===== src/rtl/mon_pkg.sv =====
// mon_pkg: shared state encoding, default frame width and count-width helper for the monitor sender
package mon_pkg;
  typedef enum logic [2:0] {IDLE, START, DATA, GAP, PARITY} state_t;
  localparam int MON_FRAME_W_DEFAULT = 40;
  function automatic int count_w(input int depth);
    return $clog2(depth) + 1;
  endfunction
endpackage


===== src/rtl/mon_sync_fifo.sv =====
// mon_sync_fifo: DEPTH x W synchronous FIFO with occupancy count and guarded push/pop
module mon_sync_fifo
  import mon_pkg::*;
#(
  parameter int W = MON_FRAME_W_DEFAULT,
  parameter int DEPTH = 4
) (
  input  logic                   mon_clk,
  input  logic                   reset_n,
  input  logic                   push,
  input  logic                   pop,
  input  logic [W-1:0]           wdata,
  output logic [W-1:0]           rdata,
  output logic                   full,
  output logic                   empty,
  output logic [$clog2(DEPTH):0] count
);
  localparam int AW = $clog2(DEPTH);
  localparam int CW = count_w(DEPTH);
  logic [W-1:0] mem [DEPTH];
  logic [AW-1:0] wp, rp;
  logic do_push, do_pop;
  assign do_push = push && !full;
  assign do_pop = pop && !empty;
  assign full = count == CW'(DEPTH);
  assign empty = count == '0;
  assign rdata = mem[rp];
  always_ff @(posedge mon_clk)
    if (do_push) mem[wp] <= wdata;
  always_ff @(posedge mon_clk or negedge reset_n)
    if (!reset_n) begin
      wp <= '0;
      rp <= '0;
      count <= '0;
    end else begin
      if (do_push) wp <= wp + 1'b1;
      if (do_pop) rp <= rp + 1'b1;
      count <= count + CW'(do_push) - CW'(do_pop);
    end
endmodule


===== src/rtl/mon_frame_sender.sv =====
// mon_frame_sender: FIFO-buffered framed serial sender (start bit, MSB-first data, idle gap); MON_SENDER_PARITY_EN adds an even-parity bit
module mon_frame_sender
  import mon_pkg::*;
#(
  parameter int FRAME_W = MON_FRAME_W_DEFAULT,
  parameter int FIFO_DEPTH = 4,
  parameter int GAP_CYCLES = 2
) (
  input  logic                        mon_clk,
  input  logic                        reset_n,
  input  logic [FRAME_W-1:0]          in_data,
  input  logic                        in_valid,
  output logic                        in_ready,
  output logic                        from_mon,
  output logic                        busy,
  output logic                        tx_done,
  output logic [$clog2(FIFO_DEPTH):0] fifo_count
);
  localparam int BW = $clog2(FRAME_W > GAP_CYCLES ? FRAME_W : GAP_CYCLES) + 1;
  state_t state, state_n;
  logic [FRAME_W-1:0] shift, shift_n, head;
  logic [BW-1:0] cnt, cnt_n;
  logic pop, full, empty, from_mon_n, tx_done_n;
  mon_sync_fifo #(.W(FRAME_W), .DEPTH(FIFO_DEPTH)) u_fifo (
    .mon_clk(mon_clk),
    .reset_n(reset_n),
    .push(in_valid),
    .pop(pop),
    .wdata(in_data),
    .rdata(head),
    .full(full),
    .empty(empty),
    .count(fifo_count)
  );
  assign in_ready = !full;
  assign busy = (state != IDLE) || (fifo_count != '0);
`ifdef MON_SENDER_PARITY_EN
  logic par, par_n;
  always_ff @(posedge mon_clk or negedge reset_n)
    if (!reset_n) par <= 1'b0;
    else par <= par_n;
  assign par_n = pop ? ^head : par;
`endif
  always_comb begin
    state_n = state;
    shift_n = shift;
    cnt_n = cnt;
    pop = 1'b0;
    case (state)
      IDLE: if (!empty) begin
        pop = 1'b1;
        shift_n = head;
        state_n = START;
      end
      START: begin
        state_n = DATA;
        cnt_n = BW'(FRAME_W - 1);
      end
      DATA: begin
        shift_n = shift << 1;
        cnt_n = cnt - 1'b1;
        if (cnt == '0) begin
`ifdef MON_SENDER_PARITY_EN
          state_n = PARITY;
`else
          state_n = GAP;
          cnt_n = BW'(GAP_CYCLES - 1);
`endif
        end
      end
      PARITY: begin
        state_n = GAP;
        cnt_n = BW'(GAP_CYCLES - 1);
      end
      GAP: begin
        cnt_n = cnt - 1'b1;
        if (cnt == '0) begin
          pop = !empty;
          shift_n = empty ? shift : head;
          state_n = empty ? IDLE : START;
        end
      end
      default: state_n = IDLE;
    endcase
    // Outputs are registered, so compute the line value for the state being entered
    from_mon_n = (state_n == START) || (state_n == DATA && shift_n[FRAME_W-1]);
`ifdef MON_SENDER_PARITY_EN
    from_mon_n = from_mon_n || (state_n == PARITY && par_n);
`endif
    tx_done_n = state_n == GAP && state != GAP;
  end
  always_ff @(posedge mon_clk or negedge reset_n)
    if (!reset_n) begin
      state <= IDLE;
      shift <= '0;
      cnt <= '0;
      from_mon <= 1'b0;
      tx_done <= 1'b0;
    end else begin
      state <= state_n;
      shift <= shift_n;
      cnt <= cnt_n;
      from_mon <= from_mon_n;
      tx_done <= tx_done_n;
    end
endmodule


===== config.mk =====
export PLATFORM = sky130hd
export DESIGN_NAME = mon_frame_sender
export DESIGN_NICKNAME = d
export VERILOG_FILES = /design/src/rtl/mon_pkg.sv /design/src/rtl/mon_sync_fifo.sv /design/src/rtl/mon_frame_sender.sv
export SDC_FILE = /design/constraint.sdc
export NUM_CORES = 1
export LEC_CHECK = 0
export ABC_CLOCK_PERIOD_IN_PS = 6100
export BUFFER_PORTS_ARGS = -buffer_cell sky130_fd_sc_hd__buf_2
export CAP_MARGIN = 20
export CELL_PAD_IN_SITES_DETAIL_PLACEMENT = 1
export CELL_PAD_IN_SITES_GLOBAL_PLACEMENT = 1
export CORE_UTILIZATION = 56
export DETAILED_ROUTE_END_ITERATION = 8
export PLACE_DENSITY_LB_ADDON = 0.1
export REMOVE_ABC_BUFFERS = 1
export SLEW_MARGIN = 20
export SYNTH_ARGS = -nofsm -noshare
export SYNTH_HDL_FRONTEND = slang
export SYNTH_SLANG_ARGS = --single-unit

===== constraint.sdc =====
create_clock -name mon_clk -period 6.1 [get_ports mon_clk]
set_input_delay 0.915 -clock mon_clk [delete_from_list [all_inputs] [get_ports mon_clk]]
set_output_delay 0.915 -clock mon_clk [all_outputs]
set_load 0.005 [all_outputs]

==> flow_summary_export.csv, run 1 <==
group,metric,value,unit
run_status,outcome,"finished clean",
timing,fmax,327,MHz
clock_network,cts.clk_slew.worst_paths,0.06,ns
timing,clock_skew,0.00997,ns
power_and_ir_drop,p_per_area,500,nW/µm²
clock_network,clk_latency,0.51,ns
timing,setup_violations,0,
timing,rsz0062_at_grt,"no",
timing,setup_ws,3.04,ns
logic_synthesis,ys.warnings.count,0,
timing,slew_headroom,42.5,%
worst_hold_path,hp-start,"shift[2]",
placement,gp_congestion,0.819,
detailed_routing,num_vias,4631,
logic_synthesis,synth_edf_count,160,
floorplanning,core,15200,µm²
detailed_routing,drc,0,
global_route,grt_pass1_vias,5008,
logic_synthesis,synth_cell_types,50,
critical_path,reg2reg_to,"u_fifo.count[2]",
worst_hold_path,whs_path_depth,1,
critical_path,reg2reg_from,"cnt[0]",
logic_synthesis,ys_ff_latch,219,
clock_network,cts_resized,0,
logic_synthesis,seq_area_frac_synth,72.2,%
placement,portBuffers,49,
timing,setup_tns,0,ns
logic_synthesis,synthFlopType,"edfxtp_1",
clock_network,post_cts_buffers,0,
detailed_routing,wl_per_cell,23.1,µm
flow_run,cap_violations,0,
critical_path,cp-start-kind,"flop",
logic_synthesis,syn_inst,479,
global_route,antenna_found_initial,0,
floorplanning,floorplan.rows,45,
timing,period_share,50.1,%
critical_path,required,6.49,ns
worst_hold_path,holdCritPathClass,"flop to flop",
global_route,grt_use_total,22.5,%
detailed_routing,drtPass1Iterations,5,
clock_network,cts-buffers-inserted,23,
timing,hold_viol_final,0,
floorplanning,die-area,16000,µm²
timing,drv_slew,0,
clock_network,cts_hold_buf,0,
clock_network,max-clock-path-buffers,3,
power_and_ir_drop,p_leak,3.70,nW
clock_network,htreeDepth,1,
critical_path,criticalPathCategory,"flop to flop",
timing,fin_crit,3.06,ns
logic_synthesis,yosys-top-cells-area,"edfxtp_1 55%, dfrtp_1 17%, mux4_2 10%",
finish,drive_gt1_share,26.5,%
worst_hold_path,min_to,"shift[3]",
detailed_routing,first_iter_violations,294,
floorplanning,ios,50,
critical_path,r2r_setup_slack,3.04,ns
finish,syn_to_final_growth,12.8,%
finish,final_nets,582,
power_and_ir_drop,ir_drop,0.274,mV
clock_network,tritoncts,"built",
floorplanning,die_y,127,µm
logic_synthesis,synth.cell_area,8690,µm²
floorplanning,fp.dieW,127,µm
detailed_routing,drtAntennaViolNets,0,
global_route,grt_pass1_wl,27.4,mm
critical_path,r2r_cells,14,
logic_synthesis,synthArstFlopShare,26.9,%
finish,antenna_cells,0,
clock_network,root_buffer,"clkbuf_16",
placement,dp_slack,3.05,ns
global_route,grt_max_degree,60,
critical_path,endpoint_kind,"flop",
floorplanning,initial_utilization,57.2,%
timing,worst_slew_pin_slew,0.863,ns
global_route,overflow,0,
detailed_routing,drt-total-wl,17.0,mm
logic_synthesis,synth_area_per_cell,18.2,µm²
critical_path,cp_max_fo,40,
clock_network,cts.sinks,219,
critical_path,cp_data_arrival_time,3.45,ns
detailed_routing,drt-vias-per-instance,6.29,
placement,dpl.hpwl,9.52,mm
logic_synthesis,yosysTopAreaCellShare,55.3,%
logic_synthesis,synth_top_area_cell,"edfxtp_1",
registers in the layout, indices dropped and copies added, names as in the netlist:
register and count:
state 3, u_fifo.mem 160, u_fifo.wp 2, from_mon 1, tx_done 1, cnt 7, u_fifo.rp 2, u_fifo.count 3
shift 40
worst max path at each step:
| stage | startpoint | end | slack, ns | cells past startpoint |
|---|---|---|---|---|
| finish | cnt[0] | u_fifo.count[2] | 3.04 | 14 |
| global route | cnt[0] | u_fifo.count[2] | 2.87 | 14 |
| CTS | cnt[0] | u_fifo.count[2] | 3.03 | 14 |
| detailed placement | cnt[0] | u_fifo.count[2] | 3.05 | 14 |
| floorplan | cnt[0] | u_fifo.count[2] | 3.15 | 13 |
| global placement | cnt[0] | u_fifo.count[2] | 3.22 | 14 |
kinds of logic (layout without fill, tap and decap cells):
| kind of cell | Yosys count | in the layout | synth area share, % |
|---|---|---|---|
| buf+inv | 44 | 113 | 2.24 |
| fa+ha+maj | 9 | 9 | 1.35 |
| mux | 43 | 43 | 10.7 |
| flops | 219 | 219 | 72.2 |
| simple gates | 81 | 81 | 5.45 |
| compound gates | 76 | 76 | 7.33 |
| xor+xnor | 6 | 6 | 0.604 |
| other cells | 1 | 1 | 0.0431 |
through the flow:
step           total power [mW]  std cells  hold slack, ns  instance area, µm²  util, %
2_1_floorplan              3.20        446           0.471                8540        -
3_3_place_gp               3.60        694           0.497                9110     60.0
3_5_place_dp               3.67        694           0.500                9110     60.0
4_1_cts                    4.97        736           0.512                9810     64.5
5_1_grt                    5.16        736           0.531                9810     64.5
6_report                   4.91        736           0.510                9810     64.5
worst max-delay path: stages (launching register included):
cell and delay (ns):
dfrtp_1 0.40, inv_1 0.07, ha_1 0.20, nor3b_4 0.31, a41o_1 0.21, buf_4 0.33, nand2_1 0.18, inv_1 0.10
ha_1 0.22, inv_1 0.05, ha_1 0.14, inv_1 0.05, fa_1 0.38, xnor2_1 0.15, xnor2_1 0.13
cell type report:
type                            instances  area [µm²]
Sequential cell                       219        6280
Fill cell                            1304        5390
Multi-Input combinational cell        216        2230
Clock buffer                           32         619
Timing Repair Buffer                   60         328
Tap cell                              188         235
Clock inverter                         10        76.3
Inverter                               11        41.3
metal layers:
metal | part of all wire [%] | up-vias | track usage [%] | routed length [µm]
met2 | 52 | 113 | 39.4 | 8810
li1 | - | 2043 | - | -
met4 | 2.1 | 0 | 6.52 | 364
met1 | 43 | 2448 | 29.7 | 7240
met3 | 3.6 | 27 | 3.33 | 621
met5 | 0 | - | 0 | 0
cells in the final DEF (no fill, tap or decap), types with 3 or more instances in the layout:
master       n
edfxtp_1   160
dfrtp_1     58
buf_2       49
mux4_2      40
a221o_1     39
and3_1      38
clkbuf_16   23
buf_4       11
inv_1       10
nand2_1     10
o21ai_0     10
clkbuf_1     8
ha_1         7
xnor2_1      6
nor2_1       5
nor3_1       5
o21ai_1      5
and3_2       4
a21oi_1      4
clkinv_2     4
nand3_1      3
cells in the mapped netlist, types with 4 or more instances:
library cell and count:
and3_1 42, nand2_1 10, ha_1 7, a221o_1 39, nor3_1 5, xnor2_1 6, a21oi_1 4, mux4_2 40
o21ai_1 5, clkbuf_1 19, buf_2 6, o21ai_0 10, nor2_1 7, inv_1 10, edfxtp_1 160, buf_1 5
dfrtp_1 59
where the power goes:
group	internal (mW)	leakage [nW]	total, mW	switching, mW
sequential	2.02	2.20	2.24	0.221
clock	0.721	0.336	1.28	0.558
combinational	0.642	1.16	1.39	0.744
Note: power is estimated with default switching activity, not from simulation.
==> run 2, diff against run 1 <==
ABC_AREA = 1   (was default)
ABC_CLOCK_PERIOD_IN_PS = 2500   (was 6100)
CORE_UTILIZATION = 45   (was 56)
clock period = 2.5 ns   (was 6.1 ns; I/O delays follow)
==> run 2 against run 1 <==
  * Non-clock buffer count up 7
  * Via count increased by 23%
  * First-iteration DRC count decreased by 17%
  * Combinational power rose to 2.8 times the previous value
  * Power rose to 2.5 times the previous value
  * Sequential share of layout area fell by 3.1 points
  * Fmax is 31% higher
  * Critical endpoint unchanged
  * Largest cell class unchanged
==> flow_summary_export.csv, run 2 <==
group,metric,value,unit
finish,nFillCells,2027,
logic_synthesis,synth_cell_types,32,
timing,setup_violations,0,
critical_path,required,2.87,ns
logic_synthesis,ys_ff_latch,219,
power_and_ir_drop,p_per_area,1210,nW/µm²
floorplanning,ios,50,
flow_run,cap_violations,0,
power_and_ir_drop,combinationalPowerShare,31.0,%
floorplanning,fp.dieW,143,µm
critical_path,slowest_stage,"dfrtp_1",
clock_network,max-clock-path-buffers,3,
logic_synthesis,synth_edf_count,160,
global_route,grt_pass1_vias,6208,
timing,hold_ws,0.0843,ns
critical_path,criticalPathCategory,"flop to flop",
detailed_routing,drc,0,
finish,top_register,"u_fifo.mem",
detailed_routing,drt-total-wl,19.9,mm
finish,drive_gt1_share,20.4,%
detailed_routing,drtPass1Iterations,4,
logic_synthesis,synth_area_per_cell,12.0,µm²
logic_synthesis,syn_inst,746,
critical_path,path_buf_inv,4,
logic_synthesis,ys.warnings.count,0,
logic_synthesis,synth_top_area_cell,"edfxtp_1",
logic_synthesis,yosys-top-cells-area,"edfxtp_1 54%, dfrtp_1 17%, nand2_1 5.6%",
finish,register_area,6280,µm²
worst_hold_path,holdCritPathClass,"input port to flop",
placement,gp_congestion,0.775,
power_and_ir_drop,p_total,12.5,mW
run_status,outcome,"finished clean",
floorplanning,die-area,20400,µm²
timing,drv_slew,0,
detailed_routing,wl_per_cell,18.4,µm
placement,dpl.hpwl,11.3,mm
clock_network,cts-buffers-inserted,24,
power_and_ir_drop,p_sw,4.39,mW
detailed_routing,num_vias,5713,
finish,largest_register_ffs,160,
clock_network,htreeDepth,1,
power_and_ir_drop,intPower,8.07,mW
finish,final_common_cell,"edfxtp_1",
logic_synthesis,synthArstFlopShare,26.9,%
critical_path,endpoint_kind,"flop",
timing,hold_viol_final,0,
detailed_routing,drt-vias-per-instance,5.27,
clock_network,root_buffer,"clkbuf_16",
clock_network,cts.sinks,219,
global_route,grt_pass1_wl,32.5,mm
timing,period_share,93.2,%
clock_network,clk_latency,0.50,ns
logic_synthesis,seq_area_frac_synth,70.3,%
logic_synthesis,yosysMostFrequentCell,"edfxtp_1",
detailed_routing,drtAntennaViolNets,0,
logic_synthesis,yosysTopAreaCellShare,53.8,%
timing,worst_slew_pin_slew,0.894,ns
power_and_ir_drop,switching_share,35.2,%
power_and_ir_drop,pwr-share-clk,26.5,%
critical_path,cp_max_fo,5,
floorplanning,die_y,143,µm
finish,final_cell_mix,"160 x edfxtp_1, 134 x nand2_1, 85 x nor2_1",
clock_network,tritoncts,"built",
critical_path,slowest_delay,0.41,ns
timing,fin_crit,2.33,ns
detailed_routing,first_iter_violations,245,
timing,slew_headroom,40.3,%
critical_path,path_cells,"inv_2 -> ha_4 -> nand2_1 -> nor2_4 -> nand2_4 -> o21ai_4 -> nand2_2 -> inv_2 -> ha_1 -> inv_1 -> ha_1 -> inv_1 -> fa_1 -> xnor2_1",
critical_path,cp_data_arrival_time,2.70,ns
power_and_ir_drop,seqPwrFrac,42.5,%
global_route,grt_max_degree,45,
global_route,grt_use_total,20.8,%
logic_synthesis,synth.cell_area,8940,µm²
critical_path,cp-start-kind,"flop",
finish,largest_registers,"u_fifo.mem (160), shift (40), cnt (7)",
floorplanning,floorplan.rows,51,
floorplanning,core,19500,µm²
finish,final_util,53.0,%
finish,antenna_cells,0,
finish,syn_to_final_growth,15.3,%
power_and_ir_drop,ir_drop,0.641,mV
timing,rsz0062_at_grt,"no",
timing,fmax,429,MHz
placement,portBuffers,49,
clock_network,cts.clk_slew.worst_paths,0.06,ns
finish,final_nets,853,
critical_path,cpLargestDelayFamily,"adder cells",
floorplanning,initial_utilization,45.9,%
logic_synthesis,synthTopCellsByCount,"160 x edfxtp_1, 134 x nand2_1, 89 x nor2_1",
global_route,overflow,0,
power_and_ir_drop,p_leak,4.07,nW
timing,clock_skew,0.0107,ns
finish,multi_input_area,2340,µm²
logic_synthesis,synthFlopType,"edfxtp_1",
global_route,antenna_found_initial,0,
run 2: area by class of cell:
cell class	instances	area share, %
inverters	41	1.50
multi-input cells	449	22.7
clock inverters	8	0.716
flip-flops and latches	219	60.9
repair buffers	67	4.32
well taps	265	3.22
clock buffers	36	6.57
run 2: timing repair:
action / in CTS / in global routing
gates resized for setup: 0 / 5
hold buffers: 1 / 0
buffers inserted: 0 / 2
endpoints found under the setup margin: 0 / 2
hold endpoints to repair: 30 / 0
run 2: final timing paths:
| check | startpoint | to | slack, ns | cells past startpoint |
|---|---|---|---|---|
| worst max-delay path | cnt[0] | u_fifo.count[2] | 0.17 | 14 |
| worst min-delay path | in_data[23] | u_fifo.mem[3][23] | 0.08 | 1 |
| worst max register to register | cnt[0] | u_fifo.count[2] | 0.17 | 14 |
| worst min register to register | shift[29] | shift[29] | 0.49 | 2 |
| max in group asynchronous | reset_n | shift[16] | 1.36 | 3 |
| min in group asynchronous | reset_n | u_fifo.rp[0] | 0.50 | 2 |
run 2: logic make-up after synthesis:
group,count (synthesis),share of synthesized area [%]
other,1,0.0420
AO/OA/AOI/OAI,133,8.17
adder cells (fa/ha/maj),8,1.20
flip-flops,219,70.3
AND/OR/NAND/NOR,299,15.5
XOR/XNOR,8,0.784
buffers and inverters,78,4.06
run 2: worst reg2reg max path, delay by kind of cell, from the launching register on:
family,cells,cell delay [ns]
buffers and inverters,4,0.26
adders and majority gates,4,0.85
and+or+nand+nor,4,0.38
DFF,1,0.41
AOI/OAI and AO/OA,1,0.15
xor gates and xnor gates,1,0.14
run 2: layer usage:
metal	vias to the layer above	routed length, µm	global-route usage [%]
met2	69	10400	37.9
met4	0	307	4.98
met5	-	0	0
li1	2697	-	-
met3	26	486	2.38
met1	2921	8760	26.3
run 2: power by group through the flow:
stage / Sequential, mW / Clock (mW) / Combinational [mW]
floorplan: 5.38 / 0 / 2.32
global placement: 5.30 / 0 / 3.67
detailed placement: 5.36 / 0 / 3.86
CTS: 5.30 / 3.39 / 3.92
global route: 5.38 / 3.53 / 4.35
finish: 5.30 / 3.30 / 3.86
run 2: stage by stage:
stage               setup slack (ns)  std cells  setup TNS (ns)  cell area (µm²)
finish                         0.170       1085               0            10300
global route                0.000323       1085               0            10300
global placement               0.200       1038               0             9510
detailed placement            0.0914       1038               0             9510
floorplan                     -0.361        709          -69.12             8730
CTS                           0.0172       1083               0            10300
